<file path="config.mk">
export PLATFORM = sky130hd
export DESIGN_NAME = onehot_req_arbiter
export DESIGN_NICKNAME = d
export VERILOG_FILES = /design/src/rtl/onehot_req_arbiter_pkg.sv /design/src/rtl/onehot_req_arbiter_rr_pick.sv /design/src/rtl/onehot_req_arbiter.sv
export SDC_FILE = /design/constraint.sdc
export NUM_CORES = 1
export LEC_CHECK = 0
export CAP_MARGIN = 0
export CORE_MARGIN = 2
export CORE_UTILIZATION = 55
export CTS_BUF_LIST = sky130_fd_sc_hd__clkbuf_8 sky130_fd_sc_hd__clkbuf_16
export CTS_CLUSTER_DIAMETER = 120
export DETAILED_ROUTE_END_ITERATION = 8
export PLACE_DENSITY_LB_ADDON = 0.2
export SLEW_MARGIN = 15
export SYNTH_ARGS = -nofsm -noshare
export SYNTH_HDL_FRONTEND = slang
export SYNTH_SLANG_ARGS = --single-unit
</file>
<file path="constraint.sdc">
create_clock -name clk -period 7.8 [get_ports clk]
set_clock_uncertainty 0.2 [all_clocks]
set_input_delay 1.56 -clock clk [delete_from_list [all_inputs] [get_ports clk]]
set_output_delay 1.56 -clock clk [all_outputs]
set_load 0.01 [all_outputs]
</file>
<file path="src/rtl/onehot_req_arbiter_pkg.sv">
// Shared types and constants for the one-hot request arbiter and its
// round-robin picker.
package arb_pkg;

    localparam int unsigned N     = 8;
    localparam int unsigned PTR_W = 3;

    typedef enum logic {
        IDLE,
        OFFER
    } state_t;

    localparam logic [N-1:0] GRANT_RST   = '0;
    localparam logic [N-1:0] PENDING_RST = '0;

    // Index of the set bit in a one-hot vector; zero for an all-zero vector.
    function automatic logic [PTR_W-1:0] onehot_idx(input logic [N-1:0] v);
        logic [PTR_W-1:0] idx;
        idx = '0;
        for (int unsigned i = 0; i < N; i++) begin
            if (v[i]) begin
                idx = idx | PTR_W'(i);
            end
        end
        return idx;
    endfunction

endpackage

</file>
<file path="src/rtl/onehot_req_arbiter_rr_pick.sv">
// Combinational round-robin picker: first set bit of cand at or after ptr,
// wrapping from the top bit back to bit 0.
module rr_pick
    import arb_pkg::*;
(
    input  logic [N-1:0]     cand,
    input  logic [PTR_W-1:0] ptr,
    output logic [N-1:0]     sel,
    output logic             any
);

    logic [2*N-1:0] dbl;
    logic [N-1:0]   rot;
    logic [N-1:0]   low;
    logic [2*N-1:0] back;

    always_comb begin
        // Rotate so ptr lands on bit 0, isolate lowest set bit, rotate back.
        dbl  = {cand, cand} >> ptr;
        rot  = dbl[N-1:0];
        low  = rot & (~rot + 1'b1);
        back = {low, low} << ptr;
        sel  = back[2*N-1:N];
        any  = |cand;
    end

endmodule

</file>
<file path="src/rtl/onehot_req_arbiter.sv">
// Request collector and round-robin arbiter presenting one strictly one-hot
// grant at a time over a valid/ready handshake.
module onehot_req_arbiter
    import arb_pkg::*;
(
    input  logic         clk,
    input  logic         rst,
    input  logic [N-1:0] req_in,
    input  logic         out_ready,
    output logic         out_valid,
    output logic [N-1:0] grant,
    output logic [N-1:0] pending,
    output logic         ovf
);

    state_t           state;
    logic [PTR_W-1:0] ptr;

    logic             acc;
    logic             hold;
    logic [PTR_W-1:0] ptr_adv;
    logic [PTR_W-1:0] pick_ptr;
    logic [N-1:0]     cand;
    logic [N-1:0]     dup;
    logic [N-1:0]     sel;
    logic             any;

    assign out_valid = (state == OFFER);

    always_comb begin
        acc      = out_valid & out_ready;
        hold     = out_valid & ~out_ready;
        ptr_adv  = onehot_idx(grant) + 1'b1;
        // On accept the search already starts past the accepted bit, so a
        // same-cycle re-request of that bit ranks lowest.
        pick_ptr = acc ? ptr_adv : ptr;
        cand     = pending | req_in;
        dup      = req_in & (pending | (hold ? grant : '0));
    end

    rr_pick u_pick (
        .cand (cand),
        .ptr  (pick_ptr),
        .sel  (sel),
        .any  (any)
    );

    always_ff @(posedge clk) begin
        if (rst) begin
            state   <= IDLE;
            grant   <= GRANT_RST;
            pending <= PENDING_RST;
            ptr     <= '0;
            ovf     <= 1'b0;
        end else begin
            if (|dup) begin
                ovf <= 1'b1;
            end
            case (state)
                IDLE: begin
                    if (any) begin
                        state   <= OFFER;
                        grant   <= sel;
                        pending <= cand & ~sel;
                    end
                end
                OFFER: begin
                    if (!out_ready) begin
                        pending <= cand & ~grant;
                    end else begin
                        ptr <= ptr_adv;
                        if (any) begin
                            grant   <= sel;
                            pending <= cand & ~sel;
                        end else begin
                            state   <= IDLE;
                            grant   <= GRANT_RST;
                            pending <= PENDING_RST;
                        end
                    end
                end
                default: begin
                    state <= IDLE;
                end
            endcase
        end
    end

endmodule
</file>
# Word-level counts from Yosys, hierarchy flattened
# Cells that the tools add are included.
# W data, S select, Z words.
[op_classes]
bitwise = 13
shift = 2
muxes = 20
reduce_logical = 4
n_addsub = 2
eq_ne = 2
[op_table]
columns = ["op", "n"]
rows = [
  ["$mux W8", 7],
  ["$and A8 B8 Y8", 4],
  ["$pmux W8 S2", 2],
  ["$not A8 Y8", 3],
  ["$or A8 B8 Y8", 2],
  ["$reduce_or A8 Y1", 2],
  ["$shl A16 B3 Y16", 1],
  ["$shr A16 B3 Y8", 1],
  ["$mux W3", 5],
  ["$add A8 B1 Y8 const B", 1],
  ["$mux W2", 2],
  ["$ne A2 B2 Y1 const B", 2],
  ["$reduce_and A2 Y1", 2],
  ["$add A3 B1 Y3 const B", 1],
  ["$mux W1", 3],
  ["$and A1 B1 Y1", 2],
  ["$not A1 Y1", 2],
  ["$pmux W1 S2", 1],
]
[word_totals]
in_bits = 11
output_inout_bits = 18
ff_bits = 21
word_cells = 48

# Depth between registers and ports, before layout
[depth]
depth_word = 19
depth_mapped = 14
mapped_depth_nobuf = 13

# Hierarchy
# A second synthesis with hierarchy kept.
[unflattened]
hier_cells = 234
hier_area_um2 = 1880.6
[by_module_without_submodules]
columns = ["mod", "seq_area_each_um2", "area_each_um2", "cells_each", "n_inst"]
rows = [
  ["onehot_req_arbiter", 420.4, 1062.3, 124, 1],
  ["rr_pick", 0.0, 818.3, 110, 1],
]

# Worst setup path before layout
# Ideal clock, no wire load.
[synth_timing]
path_kind = "input -> register"
startpoint = "input port out_ready"
endpoint = "register pending[6]"
required_ns = 7.471
slack_ns = 3.662
cell_stages = 12
setup_ns = 0.129
arrival_time_ns = 3.809
cell_sequence = "buf_2 -> a21bo_2 -> and2_1 -> clkbuf_1 -> or3_1 -> o22ai_2 -> or2_2 -> mux2i_1 -> or3_1 -> a211o_1 -> mux2i_1 -> o32ai_1"
[synth_via]
elab_chain_len = 12
elab_cells_between_ends = 13
classes_between = "add/sub (1); shift (2); mux (5); bitwise (5)"
[synth_rtl]
columns = ["element", "line_no", "source"]
rows = [
  ["start: declaration", "onehot_req_arbiter.sv:9", "input logic out_ready,"],
  ["$and A1 B1 Y1", "onehot_req_arbiter.sv:31", "acc = out_valid & out_ready;"],
  ["$mux W3", "onehot_req_arbiter.sv:36", "pick_ptr = acc ? ptr_adv : ptr;"],
  ["$shr A16 B3 Y8", "onehot_req_arbiter_rr_pick.sv:19", "dbl = {cand, cand} >> ptr;"],
  ["$not A8 Y8", "onehot_req_arbiter_rr_pick.sv:21", "low = rot & (~rot + 1'b1);"],
  ["$add A8 B1 Y8", "onehot_req_arbiter_rr_pick.sv:21", ""],
  ["$and A8 B8 Y8", "onehot_req_arbiter_rr_pick.sv:21", ""],
  ["$shl A16 B3 Y16", "onehot_req_arbiter_rr_pick.sv:22", "back = {low, low} << ptr;"],
  ["$not A8 Y8", "onehot_req_arbiter.sv:64, onehot_req_arbiter.sv:74", ""],
  ["$and A8 B8 Y8", "onehot_req_arbiter.sv:64, onehot_req_arbiter.sv:74", ""],
  ["$mux W8", "onehot_req_arbiter.sv:72", "if (any) begin"],
  ["$mux W8", "onehot_req_arbiter.sv:68", "if (!out_ready) begin"],
  ["$pmux W8 S2 (*)", "onehot_req_arbiter.sv:59", "case (state)"],
  ["end signal: assignment", "onehot_req_arbiter.sv:64", "pending <= cand & ~sel;"],
  ["end signal: assignment", "onehot_req_arbiter.sv:69", "pending <= cand & ~grant;"],
  ["end signal: assignment", "onehot_req_arbiter.sv:74", "pending <= cand & ~sel;"],
  ["end: declaration", "onehot_req_arbiter.sv:12", "output logic [N-1:0] pending,"],
]
# Mark *: on every way between the ends. The rest lies on a longest branch, timed or not. The select of a mux whose other input is x is not followed.
# A chain may end at the register's enable or synchronous reset.

# Worst setup path in the final report
# Ends and elaborated chain as after synthesis.

==> reports/results.ini <==
[run_status]
status = complete, no violations

[clocking]
h-tree-depth = 1
cts_resized = 0
cts.reportedPaths.clkPinSlew_ns = 0.08
cts_tree = done
clock_latency_ns = 0.26
clock_sinks = 21
cts_buffers = 3
cts_setup_buffers = 0
cts-root-buf = clkbuf_8
cts_buffer_depth = 2
cts_hold_buf = 0

[drt]
drt-total-wl_mm = 6.05
drtIter0Drc = 209
drc = 0
wl_per_cell_um = 18.4
dr.pass1.iters = 5
postRouteAntennaNets = 0
via_per_inst = 6.71
vias = 2202

[logic_synthesis]
synth_commonest_cells = nor2_1, nand2_1, dfxtp_1
synth-seq-cells = 21
synthCells = 264
synth_edf_count = 0
yosysUniqueCellTypes = 60
avgSynthCellArea_um2 = 7.51
synth_seq_area_share_pct = 21.2
synth_top_area_share_pct = 21.2
synthArstFlopShare_pct = 0
synth_area_leaders = dfxtp_1, nor2_1, mux2i_1, nand2_1, a21oi_1
synth_fp_nets = 276
ys.flop_type = dfxtp_1
synth_area_um2 = 1980
yosysTopAreaCell = dfxtp_1
yosysMostFrequentCell = nor2_1
yosys_warnings = 0

[worst_setup_path]
required_ns = 7.74
worst_setup_path_start_kind = input port
cp.arrival_ns = 5.01
cp_slowest_stage_delay_ns = 0.62
critical_path_peak_fanout = 19
crit_slowest_cell = clkdlybuf4s50_1
r2r_slack_ns = 3.42
worst-setup-path-type = in2reg
critPathMostFrequentCell = mux2i_1
crit_chain = clkdlybuf4s50_1 > a21bo_2 > o21a_1 > mux2i_1 > o22ai_1 > or2_1 > nor4_2 > and4_1 > a221oi_2 > mux2i_1 > o32ai_1
end_kind = register

[timing]
fmax_mhz = 197
rsz0062_at_grt = false
fin_setup_tns_ns = 0
hold_viol = 0
setup_viol = 0
slew_headroom_pct = 44.1
period_share_pct = 65.0
finalCriticalPeriod_ns = 5.07
drv_slew = 0
whs_ns = 0.300
worst_pin_slew_ns = 0.837

[pwr]
pwr-share-clk_pct = 7.4
p_total_uw = 979
peakVddDrop_mv = 0.263
p_sw_uw = 502
switching_share_pct = 51.3
p_comb_share_pct = 74.8
powerDensity_nw_per_um2 = 426
p_int_uw = 476
p_leak_nw = 0.917
seq_power_share_pct = 17.8

[placed_design]
place_congestion = 0.999
hpwl_mm = 4.63
numPortBuffers = 28

[floorplan]
rows = 21
io_pins = 29
core-area_um2 = 3390
start_util_pct = 58.5
dieArea_um2 = 4100
dieHeight_um = 64.0
die_w_um = 64.0

[global_route]
grt_overflow = 0
grt_pass1_wl_mm = 9.95
grtUsageTotal_pct = 30.3
grt_max_degree = 21
antenna_found_initial = 0
first_global_vias = 1966

[job]
drv_cap = 0

[final_layout]
nNetsFinal = 295
diodes = 0
drive_gt1_share_pct = 11.0
area_delta_synth_final_pct = 16.0
fillers = 283

[hold_path]
hold_path.class = reg2reg

[kinds of logic after synthesis]
family	count (synthesis)	synth area share, %
flip-flops	21	21.2
AO/OA/AOI/OAI	91	34.6
AND/OR/NAND/NOR	115	29.3
XOR/XNOR	3	1.33
buffers and inverters	17	4.16
adder cells (fa/ha/maj)	1	0.631
multiplexers	16	8.83
[state kept, by name (all words and copies together) (netlist names)]
name and flops:
out_valid 1, ovf 1, pending 8, ptr 3, grant 8
[layer usage]
| metal | GRT usage [%] | share of wire [%] | vias up |
|---|---|---|---|
| met5 | 0 | 0 | - |
| met4 | 6.52 | 1.9 | 0 |
| met3 | 4.75 | 11 | 16 |
| met2 | 46.9 | 44 | 157 |
| met1 | 44.1 | 43 | 992 |
| li1 | - | - | 1037 |
[worst paths after layout]
path	start	end	depth (start not counted)
worst max-delay path	out_ready	pending[6]	11
worst min-delay path	grant[0]	grant[0]	2
worst max register to register	grant[3]	pending[6]	12
worst min register to register	grant[0]	grant[0]	2
[power by group through the flow]
stage,Sequential (mW),Combinational (mW),Clock [mW]
floorplan,0.179,0.535,0
global placement,0.175,0.710,0
detailed placement,0.176,0.710,0
CTS,0.173,0.714,0.0724
global route,0.181,0.794,0.0757
finish,0.175,0.732,0.0720
[critical path: cells and delay by family]
family | cells | cell delay [ns]
AO/OA/AOI/OAI | 5 | 1.17
AND/OR/NAND/NOR | 3 | 1.03
multiplexers | 2 | 0.63
buffers and inverters | 1 | 0.62
[cell type report]
| type | instances | area [um2] | share of cell area (%) |
|---|---|---|---|
| clock inverter | 1 | 5.00 | 0.218 |
| sequential | 21 | 420 | 18.3 |
| inverter | 2 | 7.51 | 0.326 |
| tap | 46 | 57.6 | 2.50 |
| multi-input combinational | 226 | 1480 | 64.4 |
| timing repair buffer | 29 | 288 | 12.5 |
| clock buffer | 3 | 41.3 | 1.80 |
[cell usage in the layout (no fill, tap or decap), drive strengths merged, types with 4 or more instances in the layout]
master          n
o211ai          6
o22ai           4
or2            11
clkdlybuf4s50  28
nand3          11
a21o            8
mux2i          10
nor3            5
dfxtp          21
nand4           4
mux2            6
o21ai          13
a22o            6
nor2           38
nand2          22
o32ai           6
a211oi          7
o221ai          4
and2            5
a21oi          16
or3             4
[through the flow]
stage | setup WS (ns) | std cells | area [um2] | utilization (%)
2_1_floorplan | 3.66 | 264 | 1980 | -
3_3_place_gp | 2.56 | 324 | 2250 | 66.5
3_5_place_dp | 2.53 | 324 | 2250 | 66.5
4_1_cts | 2.78 | 328 | 2300 | 67.8
5_1_grt | 2.52 | 328 | 2300 | 67.8
6_report | 2.73 | 328 | 2300 | 67.8
Note: power is estimated with default switching activity, not from simulation.
